## src/rtl/aes_seq_pkg.sv

```systemverilog
// Shared types, register map and helpers for the AES command sequencer.
package aes_seq_pkg;

  typedef enum logic [1:0] {
    OP_LOAD_KEY = 2'd0,
    OP_ENC      = 2'd1,
    OP_DEC      = 2'd2,
    OP_RSVD     = 2'd3
  } aes_op_e;

  localparam logic [7:0] ADDR_CTRL    = 8'h08;
  localparam logic [7:0] ADDR_STATUS  = 8'h09;
  localparam logic [7:0] ADDR_CONFIG  = 8'h0A;
  localparam logic [7:0] ADDR_KEY0    = 8'h10;
  localparam logic [7:0] ADDR_BLOCK0  = 8'h20;
  localparam logic [7:0] ADDR_RESULT0 = 8'h30;

  localparam logic [31:0] CTRL_INIT = 32'h1;
  localparam logic [31:0] CTRL_NEXT = 32'h2;
  localparam int unsigned STATUS_READY_BIT = 0;
  localparam int unsigned STATUS_VALID_BIT = 1;

  // POLL and RD each cover both the request and the rvalid wait; that split lives in the bus master
  typedef enum logic [2:0] {
    S_IDLE, S_WR_KEY, S_WR_BLOCK, S_WR_CFG, S_WR_CTRL, S_POLL, S_RD, S_RESP
  } seq_state_e;

  // Big-endian word i of the low nwords*32 bits of d
  function automatic logic [31:0] word_of(input logic [255:0] d, input logic [3:0] nwords,
                                          input logic [2:0] i);
    logic [255:0] sh;
    sh = d >> (32 * (int'(nwords) - 1 - int'(i)));
    return sh[31:0];
  endfunction

endpackage

```

## src/rtl/aes_bus_master.sv

```systemverilog
// Single-beat req/gnt/rvalid handshake; the request is raised the cycle start is seen.
module aes_bus_master #(
  parameter int unsigned AW = 8
) (
  input  logic          clk_i,
  input  logic          rst_ni,
  input  logic          start,
  input  logic          we,
  input  logic [AW-1:0] addr,
  input  logic [31:0]   wdata,
  output logic          done,
  output logic [31:0]   rdata,
  output logic          bus_req_o,
  output logic          bus_we_o,
  output logic [AW-1:0] bus_addr_o,
  output logic [31:0]   bus_wdata_o,
  input  logic          bus_gnt_i,
  input  logic          bus_rvalid_i,
  input  logic [31:0]   bus_rdata_i
);

  logic pend_req;
  logic wait_rd;

  // Caller holds we/addr/wdata stable until done, so they pass straight through
  assign bus_req_o   = start | pend_req;
  assign bus_we_o    = we;
  assign bus_addr_o  = addr;
  assign bus_wdata_o = wdata;
  assign done        = (bus_req_o & bus_gnt_i & we) | (wait_rd & bus_rvalid_i);
  assign rdata       = bus_rdata_i;

  always_ff @(posedge clk_i) begin
    if (!rst_ni) begin
      pend_req <= 1'b0;
      wait_rd  <= 1'b0;
    end else begin
      if (wait_rd && bus_rvalid_i) wait_rd <= 1'b0;
      if (bus_req_o && bus_gnt_i) begin
        pend_req <= 1'b0;
        wait_rd  <= ~we;
      end else if (start) begin
        pend_req <= 1'b1;
      end
    end
  end

endmodule

```

## src/rtl/aes_cmd_sequencer.sv

```systemverilog
// Runs one AES command as a fixed sequence of single-beat bus transactions
// and returns the result through a valid/ready response port.
module aes_cmd_sequencer #(
  parameter int unsigned AW         = 8,
  parameter int unsigned POLL_LIMIT = 1024,
  parameter int unsigned CNT_W      = 11
) (
  input  logic          clk_i,
  input  logic          rst_ni,
  input  logic          cmd_valid_i,
  output logic          cmd_ready_o,
  input  logic [1:0]    cmd_op_i,
  input  logic          cmd_keylen_i,
  input  logic [255:0]  cmd_data_i,
  output logic          rsp_valid_o,
  input  logic          rsp_ready_i,
  output logic [127:0]  rsp_data_o,
  output logic          rsp_err_o,
  output logic          bus_req_o,
  output logic          bus_we_o,
  output logic [AW-1:0] bus_addr_o,
  output logic [31:0]   bus_wdata_o,
  input  logic          bus_gnt_i,
  input  logic          bus_rvalid_i,
  input  logic [31:0]   bus_rdata_i
);
  import aes_seq_pkg::*;

  seq_state_e       state;
  aes_op_e          op;
  logic             keylen;
  logic [255:0]     data;
  logic [2:0]       idx;
  logic [CNT_W-1:0] poll_cnt;
  logic [95:0]      res;
  logic             start, we, done;
  logic [AW-1:0]    addr;
  logic [31:0]      wdata, rdata;
  logic [2:0]       last_key;
  logic [3:0]       key_words;
  logic             done_bit;

  assign last_key  = keylen ? 3'd7 : 3'd3;
  assign key_words = keylen ? 4'd8 : 4'd4;
  assign done_bit  = (op == OP_LOAD_KEY) ? rdata[STATUS_READY_BIT] : rdata[STATUS_VALID_BIT];

  aes_bus_master #(.AW(AW)) u_bus (
    .clk_i(clk_i), .rst_ni(rst_ni),
    .start(start), .we(we), .addr(addr), .wdata(wdata),
    .done(done), .rdata(rdata),
    .bus_req_o(bus_req_o), .bus_we_o(bus_we_o), .bus_addr_o(bus_addr_o),
    .bus_wdata_o(bus_wdata_o), .bus_gnt_i(bus_gnt_i), .bus_rvalid_i(bus_rvalid_i),
    .bus_rdata_i(bus_rdata_i)
  );

  // Each bus-phase state has its transaction in flight; the next one is issued on done
  always_ff @(posedge clk_i) begin
    if (!rst_ni) begin
      state       <= S_IDLE;
      cmd_ready_o <= 1'b1;
      rsp_valid_o <= 1'b0;
      rsp_err_o   <= 1'b0;
      rsp_data_o  <= '0;
      op          <= OP_LOAD_KEY;
      keylen      <= 1'b0;
      data        <= '0;
      idx         <= '0;
      poll_cnt    <= '0;
      res         <= '0;
      start       <= 1'b0;
      we          <= 1'b0;
      addr        <= '0;
      wdata       <= '0;
    end else begin
      start <= 1'b0;
      unique case (state)
        S_IDLE: if (cmd_valid_i && cmd_ready_o) begin
          op          <= aes_op_e'(cmd_op_i);
          keylen      <= cmd_keylen_i;
          data        <= cmd_data_i;
          idx         <= '0;
          poll_cnt    <= '0;
          res         <= '0;
          cmd_ready_o <= 1'b0;
          rsp_data_o  <= '0;
          rsp_err_o   <= 1'b0;
          unique case (aes_op_e'(cmd_op_i))
            OP_LOAD_KEY: begin
              state <= S_WR_KEY;
              start <= 1'b1;
              we    <= 1'b1;
              addr  <= AW'(ADDR_KEY0);
              wdata <= word_of(cmd_data_i, cmd_keylen_i ? 4'd8 : 4'd4, 3'd0);
            end
            OP_ENC, OP_DEC: begin
              state <= S_WR_BLOCK;
              start <= 1'b1;
              we    <= 1'b1;
              addr  <= AW'(ADDR_BLOCK0);
              wdata <= cmd_data_i[127:96];
            end
            default: begin
              state       <= S_RESP;
              rsp_valid_o <= 1'b1;
              rsp_err_o   <= 1'b1;
            end
          endcase
        end
        S_WR_KEY, S_WR_BLOCK: if (done) begin
          start <= 1'b1;
          if (idx == ((state == S_WR_KEY) ? last_key : 3'd3)) begin
            state <= S_WR_CFG;
            addr  <= AW'(ADDR_CONFIG);
            wdata <= {30'b0, keylen, op == OP_ENC};
          end else begin
            idx <= idx + 3'd1;
            if (state == S_WR_KEY) begin
              addr  <= AW'(ADDR_KEY0) + AW'(idx + 3'd1);
              wdata <= word_of(data, key_words, idx + 3'd1);
            end else begin
              addr  <= AW'(ADDR_BLOCK0) + AW'(idx + 3'd1);
              wdata <= word_of(data, 4'd4, idx + 3'd1);
            end
          end
        end
        S_WR_CFG: if (done) begin
          state <= S_WR_CTRL;
          start <= 1'b1;
          addr  <= AW'(ADDR_CTRL);
          wdata <= (op == OP_LOAD_KEY) ? CTRL_INIT : CTRL_NEXT;
        end
        S_WR_CTRL: if (done) begin
          state <= S_POLL;
          start <= 1'b1;
          we    <= 1'b0;
          addr  <= AW'(ADDR_STATUS);
        end
        S_POLL: if (done) begin
          if (done_bit) begin
            if (op == OP_LOAD_KEY) begin
              state       <= S_RESP;
              rsp_valid_o <= 1'b1;
            end else begin
              state <= S_RD;
              start <= 1'b1;
              idx   <= '0;
              addr  <= AW'(ADDR_RESULT0);
            end
          end else if (poll_cnt == CNT_W'(POLL_LIMIT - 1)) begin
            state       <= S_RESP;
            rsp_valid_o <= 1'b1;
            rsp_err_o   <= 1'b1;
          end else begin
            poll_cnt <= poll_cnt + 1'b1;
            start    <= 1'b1;
          end
        end
        S_RD: if (done) begin
          if (idx == 3'd3) begin
            state       <= S_RESP;
            rsp_valid_o <= 1'b1;
            rsp_data_o  <= {res, rdata};
          end else begin
            res   <= {res[63:0], rdata};
            idx   <= idx + 3'd1;
            start <= 1'b1;
            addr  <= AW'(ADDR_RESULT0) + AW'(idx + 3'd1);
          end
        end
        S_RESP: if (rsp_ready_i) begin
          state       <= S_IDLE;
          rsp_valid_o <= 1'b0;
          cmd_ready_o <= 1'b1;
        end
      endcase
    end
  end

endmodule
```

## config.mk

```make
export PLATFORM = sky130hd
export DESIGN_NAME = aes_cmd_sequencer
export DESIGN_NICKNAME = d
export VERILOG_FILES = /design/src/rtl/aes_seq_pkg.sv /design/src/rtl/aes_bus_master.sv /design/src/rtl/aes_cmd_sequencer.sv
export SDC_FILE = /design/constraint.sdc
export NUM_CORES = 1
export LEC_CHECK = 0
export CORE_MARGIN = 1.5
export CORE_UTILIZATION = 35
export DETAILED_ROUTE_END_ITERATION = 8
export PLACE_DENSITY = 0.68
export SYNTH_ARGS = -nofsm -noshare
export SYNTH_HDL_FRONTEND = slang
export SYNTH_SLANG_ARGS = --single-unit
```

## constraint.sdc

```tcl
create_clock -name clk_i -period 3 [get_ports clk_i]
set_input_delay 0.45 -clock clk_i [delete_from_list [all_inputs] [get_ports clk_i]]
set_output_delay 0.45 -clock clk_i [all_outputs]
set_load 0.005 [all_outputs]
```

* Word level (Yosys, flattened, before mapping)
Cells that the tools add are included.
Storage, ports and cells: flip-flop bits (word level) 547, bits of input ports 297, output and inout bits 173, word-level logic and storage cells 199
Operators by class: add/sub/neg operators 10, equal/unequal tests 34, shift operators 3, multiplexer cells 96, bitwise gates (word level) 7, reduce and logical (&&, ||, !) cells 32
Operator list (number):
- 256-bit by 32-bit >> shifter with 32-bit output | 3
- 128-bit two-way mux | 3
- 96-bit two-way mux | 3
- 128-bit case mux with 2 select lines | 1
- 96-bit case mux with 2 select lines | 1
- 32-bit two-way mux | 5
- 32-bit case mux with 3 select lines | 1
- 8-bit two-way mux | 11
- 32-bit case mux with 2 select lines | 1
- 3-bit two-way mux | 21
- 8-bit case mux with 6 select lines | 1
- 11-bit two-way mux | 4
- 2-bit != test, second input constant | 18
- 1-bit two-way mux | 31
- 11-bit case mux with 2 select lines | 1
- 3-bit case mux with 7 select lines | 1
- 9-bit AND reduction | 2
- 8-bit case mux with 2 select lines | 1
- 5-bit AND reduction | 3
- 3-bit == test, second input constant | 4
- 3-bit case mux with 4 select lines | 1
- 4-bit AND reduction | 3
- 11-bit by 1-bit adder with 11-bit output, second input constant | 1
- 11-bit by 10-bit == test with 1-bit output, second input constant | 1
- other kinds (37) | 60

* Depth between registers and ports, before layout
Gate-level depths: netlist (run 1).
depth after elaboration 8, mapped depth 14, gate-level depth less buffers 9

* By module
A second synthesis (run 1) with hierarchy kept.
Second synthesis, totals: cell total of the unflattened synthesis 2795, area, all modules 22994.6 sq um
Modules (own cells, without submodules):
- aes_cmd_sequencer | times used 1, cells each 2713, area an instance 22348.9 sq um, seq. area each 10870.4 sq um
- aes_bus_master | times used 1, cells each 82, area an instance 645.6 sq um, seq. area each 40.0 sq um

* Least setup slack after synthesis (run 1)
Ideal clock, no wire load.
kind register to register, start point reg idx[2], end point reg wdata[30], setup time 101 ps, arrival time 3133 ps, required time 2899 ps, path slack -234 ps, stages on the path, launching flop included 13, path buffers 3, period minus slack after synthesis 3234 ps, cells stage by stage dfxtp_1 > clkbuf_1 > inv_1 > ha_1 > clkbuf_1 > inv_1 > ha_1 > buf_2 > nor4bb_1 > a211oi_1 > nor2b_1 > or4_1 > o41ai_1
Between the ends: word-level cells in the longest chain between the ends 7, elaborated cells on any way between the ends 10, those cells by class add/sub: 3; eq/ne: 1; shift: 2; mux: 4
Ends and longest elaborated chain:
- from (decl) | RTL line aes_cmd_sequencer.sv:33 | logic [2:0] idx;
- from (signal assigned) | RTL line aes_cmd_sequencer.sv:116 | idx <= idx + 3'd1;
- from (signal assigned) | RTL line aes_cmd_sequencer.sv:165 | idx <= idx + 3'd1;
- 3-bit by 1-bit adder with 3-bit output | RTL line aes_cmd_sequencer.sv:119, aes_cmd_sequencer.sv:122
- 5-bit by 4-bit subtractor with 6-bit output or 2-bit by 3-bit subtractor with 4-bit output (tied branches) | RTL line aes_seq_pkg.sv:32 | sh = d >> (32 * (int'(nwords) - 1 - int'(i)));
- 256-bit by 32-bit >> shifter with 32-bit output | RTL line aes_seq_pkg.sv:32
- 32-bit two-way mux | RTL line aes_cmd_sequencer.sv:117 | if (state == S_WR_KEY) begin
- 32-bit two-way mux * | RTL line aes_cmd_sequencer.sv:111 | if (idx == ((state == S_WR_KEY) ? last_key : 3'd3)) begin
- 32-bit two-way mux * | RTL line aes_cmd_sequencer.sv:109 | S_WR_KEY, S_WR_BLOCK: if (done) begin
- 32-bit case mux with 3 select lines * | RTL line aes_cmd_sequencer.sv:76 | unique case (state)
- to (signal assigned) | RTL line aes_cmd_sequencer.sv:114 | wdata <= {30'b0, keylen, op == OP_ENC};
- to (signal assigned) | RTL line aes_cmd_sequencer.sv:119 | wdata <= word_of(data, key_words, idx + 3'd1);
- to (signal assigned) | RTL line aes_cmd_sequencer.sv:122 | wdata <= word_of(data, 4'd4, idx + 3'd1);
- to (decl) | RTL line aes_cmd_sequencer.sv:38 | logic [31:0] wdata, rdata;
Mark *: on every way between the ends. The rest lies on a longest branch, timed or not. The select of a mux whose other input is x is not followed. A chain may end at the register's enable or synchronous reset.

* Final worst setup path (run 1)
start point reg idx[0], end point reg wdata[19]
The elaborated chain is that of the path after synthesis.

==> results.cfg, run 1 <==
[power]
power_density_mw_per_mm2 = 610
power.ir.vdd_worst_mv = 0.426
finalPower_mw = 19.1
p_leak_nw = 11.0

[yosys]
yosys.area_share.simple_pct = 25.4
synth.distinct_cells = 75
yosys_warnings = 0
async_reset_ff_share_pct = 0
synth.area.mux_share_pct = 2.23
ys_seq_elements = 545
yosys-top-cells-count = 840 x nand2_1, 606 x a21oi_1, 545 x dfxtp_1
synth.most_common_cell = nand2_1
synth_edf_count = 0
synthTopCellsByArea = dfxtp_1 47%, nand2_1 14%, a21oi_1 13%
ys_seq_area_share_pct = 47.0
synth_xor_area_share_pct = 0.0377
syn_area_per_cell_um2 = 7.68
synth_top_family_by_area = simple AND/OR/NAND/NOR gates
synth_compound_area_share_pct = 19.9
syn_inst = 3023
ys.flop_type = dfxtp_1
synth_top_area_cell = dfxtp_1
yosys.area_share.adder_pct = 0.420
syn_area_mm2 = 0.0232
synth_top_area_share_pct = 47.0

[detailed_routing]
num_vias = 23600
vias_per_cell = 5.49
wl_mm = 95.4
drtPass1Iterations = 6
wl_per_cell_um = 22.2
ant_nets = 0
remaining_drc_errors = 0
drt_iter0_markers = 2277

[timing]
final.min_clock_period_ps = 2850
grt_setup_unrepaired = no
period_share_pct = 94.8
setup_ws_ps = 155
finalClockSkew_ps = 33.3
hold_ws_ps = 359
timing.fmax_mhz = 351
timing_hold_violations_final = 0
maxSlewHeadroom_pct = 29.0
setup_viol = 0
tightest_slew_ps = 1070
final-max-slew-violation-count = 0

[setup_path]
worst-path-buf-inv = 3
slowest_delay_ps = 610
path_class = flop to flop
crit_path_top_delay_cell = or4_1
critPathCaptureType = flop
crit_path_start_kind = flop
crit_chain = ha_1 > ha_1 > inv_1 > ha_1 > buf_4 > nand2_1 > buf_6 > or3_1 > o2111ai_1 > or4_1 > o31ai_1
critPathArrivalTime_ps = 3380
crit_required_ps = 3540
crit_family = simple AND/OR/NAND/NOR gates
path_max_fanout = 14
path_common_cell = ha_1

[finish]
syn2layout_area_growth_pct = 34.6
layout.nets = 3692
drive_gt1_share_pct = 7.63
final_util_pct = 47.5
fillerInstances = 6480

[global_route]
antenna_found_initial = 12
grtUsageMet1_pct = 31.0
track_usage_pct = 27.0
gr-total-overflow = 0
grt_pass1_vias = 22100
top_usage_layer = met2
grtUsageMet2_pct = 45.9
grtUsageMet3_pct = 7.47
grt_pass1_wl_mm = 139
grt_max_degree = 212

[place]
place_hpwl_mm = 68.2
routabilityCongestion = 0.971
dp_slack_ps = 100
port-buffer-count = 467

[floorplanning]
start_util_pct = 35.3
core_mm2 = 0.0657
num_rows = 94
die_y_um = 261
io_pins = 470
dieArea_mm2 = 0.0679
dieWidth_um = 261

[cts]
cts-root-buf = clkbuf_16
cts_buffer_depth = 3
cts_sinks = 545
cts_buffers = 58
clkLatencyLatePin_ps = 640
cts_tree = done
h-tree-depth = 2
path_clk_slew_ps = 60

[outcome]
status = complete, no violations

[min_path]
hold_path.class = input port to flop

[run]
drv_cap = 0
-- final cells by class --
type / instances / area (um2) / share of cell area [%]
Tap cell: 864 / 1080 / 3.46
Sequential cell: 545 / 10900 / 34.9
Multi-Input combinational cell: 2187 / 11300 / 36.1
Clock inverter: 27 / 315 / 1.01
Timing Repair Buffer: 582 / 5970 / 19.1
Inverter: 14 / 60.1 / 0.192
Antenna cell: 1 / 2.50 / 0.00801
Clock buffer: 78 / 1640 / 5.24
-- power by group --
| part | switching [mW] | total (mW) | internal [mW] | leakage (nW) |
|---|---|---|---|---|
| registers | 0.373 | 8.04 | 7.66 | 4.43 |
| logic | 2.16 | 3.57 | 1.41 | 5.64 |
| clock network | 3.12 | 7.45 | 4.33 | 0.965 |
| total | 5.65 | 19.1 | 13.4 | 11.0 |
-- state kept, by name, summed over array words and instances (netlist names) --
name            count
addr                6
cmd_ready_o         1
data              256
idx                 3
keylen              1
op                  2
poll_cnt           11
res                96
rsp_data_o        128
rsp_err_o           1
rsp_valid_o         1
start               1
state               3
u_bus.pend_req      1
u_bus.wait_rd       1
wdata              32
we                  1
-- path summary, 6_finish.rpt --
check / start / endpoint / slack, ps / depth (start not counted)
min reg2reg: poll_cnt[10]$_SDFFE_PN0P_ / poll_cnt[10]$_SDFFE_PN0P_ / 440 / 2
min: cmd_data_i[200] / data[200]$_SDFFE_PN0P_ / 360 / 3
max: idx[0]$_SDFFE_PN0P_ / wdata[19]$_SDFFE_PN0P_ / 150 / 11
max reg2reg: idx[0]$_SDFFE_PN0P_ / wdata[19]$_SDFFE_PN0P_ / 150 / 11
-- timing repair --
action                     CTS  global route
gates resized for setup      0             9
setup buffers                0             0
hold buffers                 0             0
setup endpoints to repair    0            13
-- worst reg2reg max path, stage by stage (launching register included) --
cell       delay, ps
dfxtp_1          310
ha_1             210
ha_1             300
inv_1             80
ha_1             310
buf_4            170
nand2_1          120
buf_6            180
or3_1            120
o2111ai_1         90
or4_1            610
o31ai_1          250
-- placed cells by master, fill, tap and decap left out, drive strengths merged, types with 4 or more instances in the layout --
master         instances
a2111oi                7
a211oi                13
a21oi                606
a31o                   4
and2                   7
buf                  115
bufinv                 6
clkbuf                78
clkdlybuf4s50        467
clkinv                16
dfxtp                545
ha                     7
inv                   16
mux2i                 37
mux4                   6
nand2                840
nand2b                13
nand3                258
nor2                  40
nor2b                  8
nor3                  12
nor3b                 10
o2111ai               28
o21ai                 28
o21bai                 5
o221a                  5
o221ai                29
o22a                   8
o31ai                 24
o41ai                  7
or2                    7
or3                   86
or4                   29
-- per-stage QoR --
stage | cells | TNS (ps) | area, um2
after floorplan | 3024 | -336 | 23200
after global placement | 4192 | 0 | 29300
after detailed placement | 4192 | 0 | 29300
after CTS | 4297 | 0 | 31200
after global routing | 4297 | 0 | 31200
final | 4298 | 0 | 31200
-- metal layers --
layer | part of all wire (%) | vias up
li1 | - | 11200
met1 | 38 | 11100
met2 | 48 | 1079
met3 | 9.1 | 209
met4 | 5.3 | 22
met5 | 0.14 | -
-- kinds of logic (layout without fill, tap and decap cells) --
kind of cell	after synthesis	count (layout)
DFF	545	545
xor gates and xnor gates	1	1
AOI/OAI and AO/OA	800	800
and+or+nand+nor	1332	1332
muxes	44	44
adders and majority gates	8	8
other	1	3
buffers and inverters	292	701
(Power assumes the default switching activity.)
==> run 2: changes to the inputs <==
CAP_MARGIN = 30   (was default)
SYNTH_HIERARCHICAL = 1   (was default)
==> run 2 against run 1 <==
  * Wire length down 17%
  * Largest power group unchanged
  * Clock skew down 14 ps
  * Power up 28%
  * Synthesized area down 0.93%
  * Final cell count down 7.0%
  * Fmax up 10%
  * Critical endpoint is now wdata[14]$_SDFFE_PN0P_
==> results.cfg, run 2 <==
[cts]
path_clk_slew_ps = 60
cts_buffer_depth = 3
h-tree-depth = 2
clkLatencyLatePin_ps = 620
cts_sinks = 545
hold_buffers = 0
cts_tree = done
post_cts_resized = 0
cts_setup_buffers = 0
cts_buffers = 59
cts-root-buf = clkbuf_16

[setup_path]
path_max_fanout = 32
r2r.worst_path.cells = 8
slowest_delay_ps = 560
crit_path_start_kind = flop
critPathCaptureType = flop
crit_chain = ha_4 > ha_1 > inv_1 > ha_1 > mux2_2 > nand2_1 > a21oi_1 > o221a_2
path_common_cell = ha_1
crit_required_ps = 3560
crit_path_top_delay_cell = mux2_2
path_class = flop to flop
critPathArrivalTime_ps = 3140

[yosys]
syn_inst = 2795
syn_area_mm2 = 0.0230
synthTopCellsByArea = dfxtp_1 47%, nand2_1 13%, a21oi_1 12%
synth_edf_count = 0
ys_seq_area_share_pct = 47.4
synth_top_area_share_pct = 47.4
ys_seq_elements = 545
synth_top_area_cell = dfxtp_1
syn_area_per_cell_um2 = 8.23
yosys_warnings = 6
synth.most_common_cell = nand2_1
async_reset_ff_share_pct = 0
synth.distinct_cells = 72
yosys-top-cells-count = 824 x nand2_1, 545 x dfxtp_1, 534 x a21oi_1
ys.flop_type = dfxtp_1

[finish]
drive_gt1_share_pct = 8.87
mostFrequentLayoutCell = nand2_1
final_util_pct = 46.7
layout.nets = 3391
final_cell_mix = 822 x nand2_1, 544 x dfxtp_1, 532 x a21oi_1
largest_reg_flops = 256
regMostFlops = data
stdcell_count = 3996
largestRegisters = data: 256 flops, rsp_data_o: 128 flops, res: 96 flops
syn2layout_area_growth_pct = 31.4
design_area_mm2 = 0.0302

[detailed_routing]
wl_mm = 79.4
remaining_drc_errors = 0
drtPass1Iterations = 5
ant_nets = 0
wl_per_cell_um = 19.9
vias_per_cell = 5.26
drt_iter0_markers = 1858
num_vias = 21000

[place]
place_hpwl_mm = 56.0
dp_slack_ps = 46.8
place_area_mm2 = 0.0283
port-buffer-count = 467
routabilityCongestion = 0.916
placed_cells = 3881

[timing]
period_share_pct = 86.0
setup_ws_ps = 419
fin_setup_tns_ps = 0
grt_setup_unrepaired = no
timing_hold_violations_final = 0
final.min_clock_period_ps = 2580
final-max-slew-violation-count = 0
setup_viol = 0
maxSlewHeadroom_pct = 39.7
tightest_slew_ps = 904
timing.fmax_mhz = 387
hold_ws_ps = 379
finalClockSkew_ps = 19.4

[global_route]
gr-total-overflow = 0
track_usage_pct = 22.7
antenna_found_initial = 10
grt_pass1_vias = 19800
grt_max_degree = 134
grt_pass1_wl_mm = 119

[floorplanning]
io_pins = 470
dieArea_mm2 = 0.0672
start_util_pct = 35.5
dieWidth_um = 259
die_y_um = 259
num_rows = 93
core_mm2 = 0.0647

[power]
p_leak_nw = 10.3
power.ir.vdd_worst_mv = 0.496
power_density_mw_per_mm2 = 805
finalPower_mw = 24.3

[min_path]
hold_depth = 3
hold_path.class = input port to flop

[outcome]
status = complete, no violations

[run]
drv_cap = 0
==> run 2: cell types whose count changed after synthesis, sizes merged, moves of 27 or more <==
cell	delta
buf	+115
or3	-83
clkbuf	-80
a21oi	-71
mux4	+58
o221ai	-29
o221a	+28
o2111ai	-27
o21ai	+27
==> run 2: power by group <==
part	switching (mW)	leakage, nW	internal, mW
clock network	3.08	0.935	4.03
registers	0.587	4.43	8.24
logic	5.05	4.90	3.33
==> run 2: layout make-up <==
type / count / area (um2)
Fill cell: 6251 / 34500
Clock buffer: 82 / 1690
Multi-Input combinational cell: 1928 / 10600
Timing Repair Buffer: 543 / 5700
Antenna cell: 8 / 20.0
Sequential cell: 545 / 10900
Inverter: 10 / 45.0
Tap cell: 855 / 1070
Clock inverter: 25 / 201
==> run 2: worst paths after layout <==
path | from | end | slack, ps
max | idx[0]$_SDFFE_PN0P_ | wdata[14]$_SDFFE_PN0P_ | 420
min | cmd_data_i[32] | data[32]$_SDFFE_PN0P_ | 380
max reg2reg | idx[0]$_SDFFE_PN0P_ | wdata[14]$_SDFFE_PN0P_ | 420
min reg2reg | rsp_data_o[97]$_SDFFE_PN0P_ | rsp_data_o[97]$_SDFFE_PN0P_ | 450
==> run 2: critical path: cells and delay by family, from the launching register on <==
kind | cells | cell delay, ps
compound gates | 2 | 390
fa+ha+maj | 3 | 870
buf+inv | 1 | 80
flops | 1 | 360
mux | 1 | 560
simple gates | 1 | 250
==> run 2: logic make-up (layout without fill, tap and decap cells) <==
kind of cell,count (synthesis),count (layout),synth area share (%)
xor gates and xnor gates,9,9,0.343
AOI/OAI and AO/OA,664,664,16.0
and+or+nand+nor,1145,1145,20.9
other,1,10,0.0163
adders and majority gates,7,7,0.381
buffers and inverters,323,660,7.04
DFF,545,545,47.4
muxes,101,101,7.89
==> run 2: layer usage <==
| layer | up-vias | share of wire [%] | global-route usage, % |
|---|---|---|---|
| met5 | - | 0.094 | 0 |
| met4 | 12 | 3.6 | 8.24 |
| met3 | 154 | 8.6 | 5.92 |
| met2 | 767 | 48 | 38.1 |
| met1 | 9993 | 40 | 27.8 |
| li1 | 10100 | - | - |
